<file path="src/rtl/dwb_bus_if.sv">
`default_nettype none
// ============================================================================
// Module   : dwb_bus_if
// Brief    : CPU load/store to classic Wishbone single-transfer master bridge.
//            Optional bus timeout abort enabled by macro DWB_TIMEOUT_EN.
// Revision : 1.0  initial release
// ============================================================================
module dwb_bus_if #(
    parameter int CPU_STALL_IDX  = 3,
    parameter int TIMEOUT_CYCLES = 255
) (
    input  logic        clk,
    input  logic        rst_n,
    input  logic [5:0]  stall_i,
    input  logic        flush_i,
    input  logic        cpu_ce_i,
    input  logic [31:0] cpu_addr_i,
    input  logic [31:0] cpu_data_i,
    input  logic        cpu_we_i,
    input  logic [3:0]  cpu_sel_i,
    output logic [31:0] cpu_data_o,
    output logic        stallreq_o,
    input  logic [31:0] wb_data_i,
    input  logic        wb_ack_i,
    output logic [31:0] wb_addr_o,
    output logic [31:0] wb_data_o,
    output logic        wb_we_o,
    output logic [3:0]  wb_sel_o,
    output logic        wb_stb_o,
    output logic        wb_cyc_o,
    output logic        wb_err_o
);

    localparam logic [1:0] c_IDLE       = 2'b00;
    localparam logic [1:0] c_BUSY       = 2'b01;
    localparam logic [1:0] c_WAIT_STALL = 2'b10;

    logic [1:0]  state_q, state_d;
    logic [31:0] addr_q, addr_d;
    logic [31:0] wdata_q, wdata_d;
    logic        we_q, we_d;
    logic [3:0]  sel_q, sel_d;
    logic        req_q, req_d;
    logic [31:0] rd_buf_q, rd_buf_d;
    logic        w_timeout;
    logic        w_consumer_stalled;

    // Only one stall bit is consumed; the rest of the vector is intentionally ignored.
    logic w_unused;
    assign w_unused = ^{stall_i, 32'(TIMEOUT_CYCLES)};

    assign w_consumer_stalled = stall_i[CPU_STALL_IDX];

`ifdef DWB_TIMEOUT_EN
    localparam int c_CNT_W = (TIMEOUT_CYCLES > 255) ? $clog2(TIMEOUT_CYCLES + 1) : 8;

    logic [c_CNT_W-1:0] cnt_q, cnt_d;
    logic               err_q, err_d;

    // Counter sits at zero while IDLE, so it is clear on every BUSY entry.
    assign w_timeout = (state_q == c_BUSY) && !wb_ack_i &&
                       (cnt_q == c_CNT_W'(TIMEOUT_CYCLES - 1));

    always_comb begin
        cnt_d = cnt_q;
        err_d = w_timeout && !flush_i;
        if (state_q != c_BUSY) begin
            cnt_d = '0;
        end else if (!wb_ack_i) begin
            cnt_d = cnt_q + 1'b1;
        end
    end

    always_ff @(posedge clk or negedge rst_n) begin
        if (!rst_n) begin
            cnt_q <= '0;
            err_q <= 1'b0;
        end else begin
            cnt_q <= cnt_d;
            err_q <= err_d;
        end
    end

    assign wb_err_o = err_q;
`else
    assign w_timeout = 1'b0;
    assign wb_err_o  = 1'b0;
`endif

    always_ff @(posedge clk or negedge rst_n) begin
        if (!rst_n) begin
            state_q  <= c_IDLE;
            addr_q   <= '0;
            wdata_q  <= '0;
            we_q     <= 1'b0;
            sel_q    <= '0;
            req_q    <= 1'b0;
            rd_buf_q <= '0;
        end else begin
            state_q  <= state_d;
            addr_q   <= addr_d;
            wdata_q  <= wdata_d;
            we_q     <= we_d;
            sel_q    <= sel_d;
            req_q    <= req_d;
            rd_buf_q <= rd_buf_d;
        end
    end

    always_comb begin
        state_d  = state_q;
        addr_d   = addr_q;
        wdata_d  = wdata_q;
        we_d     = we_q;
        sel_d    = sel_q;
        req_d    = req_q;
        rd_buf_d = rd_buf_q;
        case (state_q)
            c_IDLE: begin
                if (cpu_ce_i && !flush_i) begin
                    state_d = c_BUSY;
                    addr_d  = cpu_addr_i;
                    wdata_d = cpu_data_i;
                    we_d    = cpu_we_i;
                    sel_d   = cpu_sel_i;
                    req_d   = 1'b1;
                end else begin
                    addr_d  = '0;
                    wdata_d = '0;
                    we_d    = 1'b0;
                    sel_d   = '0;
                    req_d   = 1'b0;
                end
            end
            c_BUSY: begin
                if (flush_i || wb_ack_i || w_timeout) begin
                    addr_d  = '0;
                    wdata_d = '0;
                    we_d    = 1'b0;
                    sel_d   = '0;
                    req_d   = 1'b0;
                    state_d = c_IDLE;
                    if (flush_i) begin
                        rd_buf_d = '0;
                    end else if (wb_ack_i) begin
                        rd_buf_d = wb_data_i;
                        if (w_consumer_stalled) state_d = c_WAIT_STALL;
                    end else begin
                        rd_buf_d = 32'hFFFF_FFFF;
                    end
                end
            end
            c_WAIT_STALL: begin
                if (flush_i || !w_consumer_stalled) state_d = c_IDLE;
            end
            default: begin
                state_d = c_IDLE;
                addr_d  = '0;
                wdata_d = '0;
                we_d    = 1'b0;
                sel_d   = '0;
                req_d   = 1'b0;
            end
        endcase
    end

    always_comb begin
        stallreq_o = 1'b0;
        cpu_data_o = '0;
        case (state_q)
            c_IDLE: stallreq_o = cpu_ce_i;
            c_BUSY: begin
                if (wb_ack_i) begin
                    cpu_data_o = wb_data_i;
                end else if (w_timeout) begin
                    cpu_data_o = 32'hFFFF_FFFF;
                end else begin
                    stallreq_o = 1'b1;
                end
            end
            c_WAIT_STALL: cpu_data_o = rd_buf_q;
            default: ;
        endcase
        if (flush_i) stallreq_o = 1'b0;
    end

    assign wb_addr_o = addr_q;
    assign wb_data_o = wdata_q;
    assign wb_we_o   = we_q;
    assign wb_sel_o  = sel_q;
    assign wb_stb_o  = req_q;
    assign wb_cyc_o  = req_q;

endmodule
`default_nettype wire
</file>
<file path="config.mk">
export PLATFORM = sky130hd
export DESIGN_NAME = dwb_bus_if
export DESIGN_NICKNAME = d
export VERILOG_FILES = /design/src/rtl/dwb_bus_if.sv
export SDC_FILE = /design/constraint.sdc
export NUM_CORES = 1
export LEC_CHECK = 0
export ABC_AREA = 1
export CELL_PAD_IN_SITES_DETAIL_PLACEMENT = 1
export CELL_PAD_IN_SITES_GLOBAL_PLACEMENT = 1
export CORE_ASPECT_RATIO = 1.75
export CORE_UTILIZATION = 30
export CTS_BUF_LIST = sky130_fd_sc_hd__clkbuf_16
export CTS_CLUSTER_DIAMETER = 50
export DETAILED_ROUTE_END_ITERATION = 12
export PLACE_DENSITY_LB_ADDON = 0.1
export SKIP_CTS_REPAIR_TIMING = 1
export SYNTH_ARGS = -nofsm -noshare
export SYNTH_HDL_FRONTEND = slang
export SYNTH_SLANG_ARGS = --single-unit
</file>
<file path="constraint.sdc">
create_clock -name clk -period 2.3 [get_ports clk]
set_clock_uncertainty 0.15 [all_clocks]
set_input_delay 0.345 -clock clk [delete_from_list [all_inputs] [get_ports clk]]
set_output_delay 0.345 -clock clk [all_outputs]
set_load 0.005 [all_outputs]
</file>
==> impl_metrics.ini, run 1 <==
[run_status]
status = complete, no violations

[timing]
final_hold_viol_count = 0
rsz0062_at_grt = yes
setup_viol = 0
max_slew_margin_pct = 46.3
setup_ws_ns = 0.0362
finalCritPeriodShare_pct = 98.4
clock.fmax_mhz = 442
finalHoldWorstSlack_ns = 0.293
fin_setup_tns_ns = 0
min_period_ns = 2.26
slew_violations = 0
tightest_slew_ns = 0.805

[floorplan]
initial_utilization_pct = 30.8
rows = 61
die_area_mm2 = 0.0170
die_x_um = 99.0
core-area_mm2 = 0.0160
die-height_um = 172
io_pins = 217

[synth]
synth_seq_area_share_pct = 52.7
synth_seq_cells = 104
synth_compound_area_share_pct = 17.6
synth.net_count = 702
synth_fa_ha_area_share_pct = 1.01
synth_cells = 586
synth_top_family_by_area = simple AND/OR/NAND/NOR gates
syn-cell-area_mm2 = 0.00494
synth_warnings = 0
synth.area.mux_share_pct = 0
synth.distinct_cells = 22
yosys.area_share.simple_pct = 21.6
avgSynthCellArea_um2 = 8.43
synth_xor_area_share_pct = 0

[power]
p_per_area_mw_per_mm2 = 840
p_switching_mw = 2.41
p_leak_nw = 3.62
ir_worst_vdd_mv = 0.638
seq_power_share_pct = 38.0
p_int_mw = 4.15
comb_power_share_pct = 39.5
p_clk_share_pct = 22.5
sw_frac_of_total_pct = 36.7

[global_routing]
grt_pass1_vias = 5226
grt.overflow.total = 0
antenna_found_initial = 1
grt_max_degree = 73
track_usage_pct = 20.2
grt_pass1_wl_um = 26800

[cells_and_area]
fin_nets = 906
mostFrequentLayoutCells = 175 x clkdlybuf4s50_1, 147 x nand2_1, 103 x dfrtp_1
final_common_cell = clkdlybuf4s50_1
drive_above_1_share_pct = 11.6
synthToLayoutAreaGrowth_pct = 57.9

[critical_path]
crit_chain = inv_2 -> ha_1 -> nand2_4 -> nand2_1 -> clkdlybuf4s50_1
cp-start-kind = flip-flop
reg2reg_slack_ns = 0.30
crit_required_ns = 1.80
cp.arrival_ns = 1.77
crit_path_end_kind = primary output
critPathKind = flip-flop to primary output
path_max_fanout = 3
cpPeakStageDelay_ns = 0.54
critPathSlowestCell = clkdlybuf4s50_1

[clock_network]
htree_num_levels = 3
clk_pin_slew_ns = 0.08
clockBufferDepth = 2
tritoncts = yes
cts_buffers = 9
root_buffer = clkbuf_16
clk-insertion-delay-late_ns = 0.34
clock_sinks = 104

[place]
gp_congestion = 0.764
place_hpwl_um = 11800
io_buffers = 210
dpl_worst_slack_ns = -0.187

[worst_hold_path]
hold_class = input pin to asynchronous set/reset pin

[route]
viasPerCell = 5.05
dr.pass1.iters = 4
dr_total_vias = 4979
drtIter0Drc = 184
drc = 0
wl_um = 17300
avgRoutedWirePerCell_um = 17.6
detail-route-antenna-nets = 0

[job]
cap_violations = 0
-- area by class of cell --
cell class                      count  area, um^2
Inverter                            9        33.8
Antenna cell                        1        2.50
Multi-Input combinational cell    417        2060
Tap cell                          189         236
Fill cell                        1900        8220
Clock inverter                      7        58.8
Timing Repair Buffer              249        2580
Clock buffer                        9         225
Sequential cell                   104        2600
-- power by group through the flow --
stage / Sequential (mW) / Clock [mW] / Combinational [mW]
detailed placement: 2.52 / 0 / 2.47
global route: 2.55 / 1.61 / 2.84
CTS: 2.49 / 1.54 / 2.48
global placement: 2.49 / 0 / 2.38
finish: 2.49 / 1.48 / 2.59
floorplan: 2.48 / 0 / 1.23
-- Yosys cell counts, drive strengths merged --
| cell type | count | area (um^2) |
|---|---|---|
| a21oi | 32 | 160 |
| buf | 23 | 191 |
| clkbuf | 33 | 125 |
| conb | 1 | 3.75 |
| dfrtp | 104 | 2600 |
| ha | 4 | 50.1 |
| inv | 9 | 33.8 |
| nand2 | 149 | 574 |
| nand3 | 91 | 455 |
| nand4 | 1 | 6.26 |
| nor2 | 4 | 25.0 |
| nor3 | 1 | 5.00 |
| o21ai | 134 | 708 |
-- per-layer routing --
metal,wire length [um],part of all wire (%),global-route usage [%]
met1,6720,39,21.6
met2,9540,55,39.3
met3,747,4.3,3.41
met4,297,1.7,6.81
met5,0,0,0
-- registers in the layout, summed over array words and instances (netlist names) --
name	flops
wb_cyc_o	1
wb_we_o	1
wb_addr_o	32
wb_sel_o	4
state_q	2
rd_buf_q	32
wb_data_o	32
-- cells by family after synthesis --
kind of cell / after synthesis
other: 1
DFF: 104
and+or+nand+nor: 246
AOI/OAI and AO/OA: 166
buffers and inverters: 65
adders and majority gates: 4
-- critical path, delay by kind of cell, from the launching register on --
| family | cells | cell delay, ns |
|---|---|---|
| AND/OR/NAND/NOR | 2 | 0.13 |
| buffers and inverters | 2 | 0.64 |
| adder cells (fa/ha/maj) | 1 | 0.25 |
| flip-flops | 1 | 0.40 |
-- final timing paths --
path,start,end,cells after the start
worst min register to register,wb_data_o[3]$_DFFE_PN0P_,wb_data_o[3]$_DFFE_PN0P_,2
max in group asynchronous,rst_n,wb_addr_o[10]$_DFFE_PN0P_,3
worst max register to register,state_q[0]$_DFFE_PN0P_,state_q[0]$_DFFE_PN0P_,7
min in group clk,wb_data_o[3]$_DFFE_PN0P_,wb_data_o[3]$_DFFE_PN0P_,2
worst max-delay path,state_q[1]$_DFFE_PN0P_,stallreq_o,5
worst min-delay path,rst_n,wb_data_o[10]$_DFFE_PN0P_,2
-- stage by stage --
step | cells | utilization, % | power, mW | instance area [um^2]
after floorplan | 586 | - | 3.71 | 4940
after global placement | 964 | 45.7 | 4.87 | 7320
after detailed placement | 964 | 45.7 | 4.99 | 7320
after CTS | 980 | 47.4 | 6.51 | 7600
after global routing | 985 | 48.7 | 7.00 | 7800
final | 985 | 48.7 | 6.55 | 7800
Note: power is estimated with default switching activity, not from simulation.
==> run 2: changes to the inputs <==
--- a/config.mk
+++ b/config.mk
@@ -9,6 +9,7 @@
 export CELL_PAD_IN_SITES_DETAIL_PLACEMENT = 1
 export CELL_PAD_IN_SITES_GLOBAL_PLACEMENT = 1
 export CORE_ASPECT_RATIO = 1.75
+export CORE_MARGIN = 1.5
 export CORE_UTILIZATION = 30
 export CTS_BUF_LIST = sky130_fd_sc_hd__clkbuf_16
 export CTS_CLUSTER_DIAMETER = 50
==> run 2 against run 1 <==
Compared with the run above: the run now ends with setup timing left; cell count is 0.10% lower; routed wire length is 3.5% lower; register-to-register slack better by 0.12 ns; maximum frequency is 11% lower; design area hardly changed; critical endpoint is now cpu_data_o[1]; hold slack better by 0.047 ns; clock-buffer cell count stayed put; non-clock buffer count stayed put.
==> impl_metrics.ini, run 2 (synthesis results as in run 1) <==
[run_status]
status = finished with violations
violations = setup timing

[global_routing]
grt_max_degree = 73
grt_pass1_vias = 5295
grt_pass1_wl_um = 27400
grt.overflow.total = 0
antenna_found_initial = 0
track_usage_pct = 19.9

[place]
placed_cell_area_mm2 = 0.00740
place_hpwl_um = 12000
gp_congestion = 0.774
dp_cells = 966
io_buffers = 210

[timing]
fin_setup_tns_ns = -0.465
min_period_ns = 2.54
slew_violations = 0
setup_ws_ns = -0.237
finalHoldWorstSlack_ns = 0.341
finalCritPeriodShare_pct = 110
tightest_slew_ns = 0.647
rsz0062_at_grt = yes
max_slew_margin_pct = 56.8
final_hold_viol_count = 0
clock.fmax_mhz = 394
setup_viol = 3

[clock_network]
clk_pin_slew_ns = 0.08
clk-insertion-delay-late_ns = 0.34
root_buffer = clkbuf_16
htree_num_levels = 3
clock_sinks = 104
tritoncts = yes
cts_buffers = 9
clockBufferDepth = 2

[critical_path]
cp-start-kind = flip-flop
critPathKind = flip-flop to primary output
r2r_cells = 7
reg2reg_slack_ns = 0.42
crit_path_end_kind = primary output
crit_required_ns = 1.80
path_max_fanout = 21
cp.arrival_ns = 2.04

[cells_and_area]
multi_input_area_mm2 = 0.00202
n_antenna_cell = 0
fillers = 1903
post-route-cell-area_mm2 = 0.00780
drive_above_1_share_pct = 10.1
fin_nets = 906
ff_latch_area_mm2 = 0.00260
mostFrequentLayoutCells = 179 x clkdlybuf4s50_1, 147 x nand2_1, 104 x dfrtp_1
synthToLayoutAreaGrowth_pct = 57.9
final_cells = 984
final_common_cell = clkdlybuf4s50_1

[route]
dr_total_vias = 4947
drtIter0Drc = 138
drc = 0
detail-route-antenna-nets = 0
dr.pass1.iters = 4
viasPerCell = 5.03
avgRoutedWirePerCell_um = 17.0
wl_um = 16700

[floorplan]
die_x_um = 100
initial_utilization_pct = 30.8
io_pins = 217
die-height_um = 173
rows = 61
core-area_mm2 = 0.0160
die_area_mm2 = 0.0173

[job]
cap_violations = 0

[power]
ir_worst_vdd_mv = 0.517
p_leak_nw = 3.63
total_power_mw = 6.52
p_per_area_mw_per_mm2 = 836

[worst_hold_path]
worstHoldPathCells = 2
hold_class = flip-flop to flip-flop
run 2: changes by cell type in the layout (fill, tap and decap cells not counted), sizes merged:
| cell | delta |
|---|---|
| clkinv | -2 |
| inv | +2 |
| clkbuf | -5 |
| buf | +2 |
| diode | -1 |
| dlymetal6s2s | -1 |
| clkdlybuf4s50 | +4 |
run 2: power breakdown:
| part | internal (mW) | total [mW] | switching, mW |
|---|---|---|---|
| logic | 1.16 | 2.52 | 1.37 |
| clock network | 0.760 | 1.51 | 0.750 |
| registers | 2.26 | 2.49 | 0.233 |
run 2: routing by layer:
layer / vias to the layer above / track usage (%) / part of all wire [%]
met5: - / 0 / 0
met4: 0 / 5.93 / 1.8
met3: 17 / 3.31 / 4.5
met2: 141 / 36.8 / 54
met1: 2410 / 22.9 / 40
li1: 2379 / - / -
run 2: metrics by stage:
step	setup slack, ns	utilization, %
2_1_floorplan	0.494	-
5_1_grt	-0.328	48.7
3_3_place_gp	-0.147	46.1
3_5_place_dp	-0.180	46.1
6_report	-0.237	48.7
4_1_cts	-0.399	48.0
run 2: worst paths after layout:
| check | to | start |
|---|---|---|
| worst max-delay path | cpu_data_o[1] | state_q[1]$_DFFE_PN0P_ |
| worst min-delay path | wb_data_o[2]$_DFFE_PN0P_ | wb_data_o[2]$_DFFE_PN0P_ |
| worst max register to register | wb_addr_o[11]$_DFFE_PN0P_ | state_q[0]$_DFFE_PN0P_ |
| max in group asynchronous | wb_sel_o[1]$_DFFE_PN0P_ | rst_n |
| min in group asynchronous | wb_data_o[13]$_DFFE_PN0P_ | rst_n |
| worst min register to register | wb_data_o[2]$_DFFE_PN0P_ | wb_data_o[2]$_DFFE_PN0P_ |
run 2: worst max-delay path: stages, from the launching register on:
cell,delay [ns]
dfrtp_1,0.42
inv_2,0.09
ha_2,0.20
buf_8,0.18
nand3_1,0.11
a21oi_2,0.17
clkdlybuf4s50_1,0.52
run 2: layout make-up:
| type | count | area share, % |
|---|---|---|
| timing repair buffer | 249 | 33.6 |
| clock buffer | 9 | 2.89 |
| tap | 189 | 3.03 |
| multi-input combinational | 417 | 25.8 |
| inverter | 9 | 0.433 |
| sequential | 104 | 33.4 |
| clock inverter | 7 | 0.850 |
